**src/rtl/uart_tx_feeder.sv**
```systemverilog
// Byte FIFO plus launcher feeding a UART transmitter; one byte in flight,
// launches paced by the transmitter's busy handshake.
//
// state | meaning
// IDLE  | no byte in flight; pop head when FIFO non-empty and busy low
// SEND  | tx_send high; waiting for the transmitter to raise busy
// WAIT  | transmitter shifting; waiting for busy to fall
module uart_tx_feeder #(
  parameter int DEPTH      = 16,
  parameter int ADDR_WIDTH = 4
) (
  input  logic                  clock,
  input  logic                  reset,
  input  logic [7:0]            wr_data,
  input  logic                  wr_en,
  input  logic                  clear_overflow,
  output logic                  full,
  output logic                  empty,
  output logic [ADDR_WIDTH:0]   level,
  output logic                  overflow,
  output logic [7:0]            tx_data,
  output logic                  tx_send,
  input  logic                  tx_busy
);

  typedef enum logic [1:0] {IDLE, SEND, WAIT} state_t;

  localparam logic [ADDR_WIDTH:0]   FULL_LVL = (ADDR_WIDTH+1)'(DEPTH);
  localparam logic [ADDR_WIDTH:0]   LVL_ONE  = (ADDR_WIDTH+1)'(1);
  localparam logic [ADDR_WIDTH-1:0] PTR_ONE  = ADDR_WIDTH'(1);

  state_t                state, state_nxt;
  logic [7:0]            mem [DEPTH];
  logic [ADDR_WIDTH-1:0] wr_ptr, rd_ptr;
  logic                  wr_ok, pop;

  assign full  = (level == FULL_LVL);
  assign empty = (level == '0);
  assign wr_ok = wr_en && !full;

  always_comb begin
    state_nxt = state;
    pop       = 1'b0;
    case (state)
      IDLE: if (!empty && !tx_busy) begin
        pop       = 1'b1;
        state_nxt = SEND;
      end
      SEND: if (tx_busy) state_nxt = WAIT;
      WAIT: if (!tx_busy) state_nxt = IDLE;
      default: state_nxt = IDLE;
    endcase
  end

  always_ff @(posedge clock or posedge reset) begin
    if (reset) begin
      state   <= IDLE;
      tx_send <= 1'b0;
      tx_data <= 8'h00;
    end else begin
      state   <= state_nxt;
      tx_send <= (state_nxt == SEND);
      if (pop) tx_data <= mem[rd_ptr];
    end
  end

  // Storage has no reset; pointers and level define what is valid.
  always_ff @(posedge clock) begin
    if (wr_ok) mem[wr_ptr] <= wr_data;
  end

  always_ff @(posedge clock or posedge reset) begin
    if (reset) begin
      wr_ptr   <= '0;
      rd_ptr   <= '0;
      level    <= '0;
      overflow <= 1'b0;
    end else begin
      if (wr_ok) wr_ptr <= wr_ptr + PTR_ONE;
      if (pop)   rd_ptr <= rd_ptr + PTR_ONE;
      case ({wr_ok, pop})
        2'b10:   level <= level + LVL_ONE;
        2'b01:   level <= level - LVL_ONE;
        default: level <= level;
      endcase
      // A drop in the same cycle as a clear keeps the flag set.
      if (wr_en && full)       overflow <= 1'b1;
      else if (clear_overflow) overflow <= 1'b0;
    end
  end

endmodule

```
**config.mk**
```make
export PLATFORM = sky130hd
export DESIGN_NAME = uart_tx_feeder
export DESIGN_NICKNAME = d
export VERILOG_FILES = /design/src/rtl/uart_tx_feeder.sv
export SDC_FILE = /design/constraint.sdc
export NUM_CORES = 1
export LEC_CHECK = 0
export ABC_AREA = 1
export ABC_CLOCK_PERIOD_IN_PS = 2500
export CAP_MARGIN = 5
export CORE_MARGIN = 2
export CORE_UTILIZATION = 50
export DETAILED_ROUTE_END_ITERATION = 10
export PLACE_DENSITY_LB_ADDON = 0.2
export SLEW_MARGIN = 40
export SYNTH_ARGS = -nofsm -noshare
export SYNTH_HDL_FRONTEND = slang
export SYNTH_SLANG_ARGS = --single-unit
```
**constraint.sdc**
```tcl
create_clock -name clock -period 2.5 [get_ports clock]
set_clock_uncertainty 0.1 [all_clocks]
set_input_delay 0.5 -clock clock [delete_from_list [all_inputs] [get_ports clock]]
set_output_delay 0.5 -clock clock [all_outputs]
set_load 0.03 [all_outputs]
```
==> metrics <==
commonest non-fill, non-tap cell in the layout nand2_1; worst-skew pair later-pin latency 0.43 ns; Setup TNS 0 ns; Slew Limit Fails 0; share of the synthesized area in the top cell type 56.4%; Synth Instances 680; unrepaired setup endpoints after global routing no; Power Dens Cells 1120 nW/um^2; largest net degree at the start of global routing 47; worst rel slew slack 50.3%; commonest non-fill, non-tap cells in the layout nand2_1, edfxtp_1, inv_1, nand3_1, buf_4; GRT Util Overall 21.9%; CP Cell Sequence inv_1, nand3_1, inv_1, nand2_1, nand2_1, inv_1, ha_2, ha_1, inv_1, o21bai_1, inv_1, nand2_1, xor2_1, nand2_1, nand2_1; cell leakage power 3.55 nW; CTS tree yes; Post-DRT Antenna Nets 0; critical path start-end classification flip-flop to flip-flop; fin nets 755; Synth area leaders edfxtp_1, nand2_1, dfrtp_1; number of global-route vias before repair 4,411; status finished clean; clock slew at reported path FFs 0.06 ns; Worst Path Max Fanout 5; first-pass GRT wire length 23,600 um; # diodes 0; fin crit share between 90% and 100%; total gr overflow 0; CTS root buffer clkbuf_16; DP HPWL approximately 9500 um; Final Wtd Congestion 0.884; DR iter-0 viols between 400 and 500; post-synthesis compound-gate area fraction less than 1%; #FFs+latches synth between 150 and 200; initial core utilization 51.2%; Startpoint Class flip-flop; fmax 0.430 GHz; # IOs 30; R2R cell count 15; CP endpoint kind flip-flop; Die X 121 um; XOR/XNOR share of the synthesized area 1.29%; Finished Layout Cells 920; FF-to-FF setup slack about 0.18 ns; Final Hold Vio Count 0; MaxCap Viol Count 0; Clock Path Buffers 2; setup ws final 0.175 ns; critical path's largest stage delay roughly 0.41 ns; Syn. warnings 0; H-tree Lvls 4; # rows 42; share of cells above drive strength 1 8.20%; drt pass-1 iters 5; Tightest Pin Transition 0.744 ns; Area Growth Syn to Fin 16.4%; CP top delay family adder cells; mean post-synth cell area between 10 and 15 um^2; worst setup path startpoint level[2]$_DFFE_PP0P_; Fillers 1,101; Reg area 4470 um^2; crit path max-delay cell type dfrtp_1; synthesized cell area 6810 um^2; vias per inst 5.07; fin crit period ~2.3 ns; combinational family with the most area after synthesis simple AND/OR/NAND/NOR gates; Num CTS Buffers 17; Die Area 14,600 um^2; post-synthesis net count 702; WL final 14,700 um; Yosys cell types 22; multiplexer share of the synthesized area 0%; routed vias approximately 4,700; final setup violation count 0; r2r startpoint level[2]$_DFFE_PP0P_; DRC viols 0; Hold/Removal Path Class primary input to asynchronous set/reset pin; simple-gate area share of the yosys netlist 21.4%; Crit path arrival time 2.60 ns; Inst Count DP 890; Seq/Total Area, Yosys 65.6%; # port buffers 29; Post-Synth Adder-Cell Area 1.65%; dominant cell type by area after synthesis edfxtp_1; drt wl/cell 16.0 um; multi-input logic area 1720 um^2; Core ar. 13,300 um^2; Req. time, crit path 2.77 ns; RR Endpoint level[4]$_DFFE_PP0P_; worst slack, placed -0.218 ns; peak supply drop 0.559 mV; initial antenna violation count 0; die height between 100 and 150 um; WP buf/inv 5; CTS sink cnt between 150 and 200
==> how the worst max path moves through the flow <==
stage,end,cells after the start,slack [ns]
after global routing,level[4]$_DFFE_PP0P_,16,0.01
after detailed placement,level[4]$_DFFE_PP0P_,14,-0.22
after floorplan,level[4]$_DFFE_PP0P_,16,0.06
final,level[4]$_DFFE_PP0P_,15,0.18
after CTS,level[4]$_DFFE_PP0P_,16,0.16
after global placement,level[4]$_DFFE_PP0P_,14,-0.12
==> power by group <==
part	switching, mW	internal, mW
sequential	0.241	3.16
combinational	2.15	1.07
clock	0.910	1.34
total	3.30	5.58
==> through the flow <==
stage / instance area (um^2) / utilization [%] / hold slack (ns) / total power, mW
floorplan: 6810 / - / 0.360 / 5.62
global placement: 7420 / 55.8 / 0.369 / 6.58
detailed placement: 7420 / 55.8 / 0.369 / 6.66
CTS: 7920 / 59.6 / 0.381 / 8.91
global route: 7930 / 59.6 / 0.408 / 9.39
finish: 7930 / 59.6 / 0.360 / 8.88
==> logic make-up after synthesis <==
| kind of cell | after synthesis |
|---|---|
| AO/OA/AOI/OAI | 11 |
| buffers and inverters | 151 |
| AND/OR/NAND/NOR | 346 |
| XOR/XNOR | 10 |
| flip-flops | 153 |
| adder cells (fa/ha/maj) | 9 |
==> worst reg2reg max path: stages (launching register included) <==
cell	delay (ns)
dfrtp_1	0.41
inv_1	0.12
nand3_1	0.10
inv_1	0.09
nand2_1	0.09
nand2_1	0.09
inv_1	0.08
ha_2	0.22
ha_1	0.34
inv_1	0.08
o21bai_1	0.14
inv_1	0.05
nand2_1	0.08
xor2_1	0.15
nand2_1	0.07
nand2_1	0.06
==> cell usage after synthesis, drive strengths merged <==
master,n
xnor2,1
inv,122
nand2,220
dfrtp,25
buf,26
o21bai,1
a21oi,2
clkbuf,2
ha,9
clkinv,1
edfxtp,128
xor2,9
nand3,103
nor2,8
a21boi,1
nor3,15
o21ai,7
==> registers in the layout, indices dropped and copies added, names as in the netlist <==
signal	cells
level	5
wr_ptr	4
overflow	1
rd_ptr	4
state	2
mem	128
tx_send	1
tx_data	8
==> layout make-up <==
class / instances / area share, %
repair buffers: 62 / 6.91
multi-input cells: 376 / 21.7
inverters: 123 / 5.82
clock inverters: 6 / 0.647
well taps: 176 / 2.78
flip-flops and latches: 153 / 56.4
clock buffers: 24 / 5.70
==> timing repair <==
| item | 4_1_cts | 5_1_grt |
|---|---|---|
| gates resized for setup | 2 | 3 |
| endpoints found under the setup margin | 2 | 1 |
| hold buffers | 0 | 0 |
| setup buffers | 0 | 0 |
| hold endpoints to repair | 0 | 0 |
==> metal layers <==
| metal | part of all wire (%) | vias up | wire length (um) | track usage [%] |
|---|---|---|---|---|
| met5 | 0 | - | 0 | 0 |
| met4 | 1.8 | 0 | 272 | 8.65 |
| met3 | 6.7 | 25 | 984 | 4.76 |
| met2 | 47 | 168 | 6910 | 33.2 |
| met1 | 44 | 2192 | 6550 | 31.1 |
| li1 | - | 2280 | - | - |
Power figures use the tool's default switching activity.
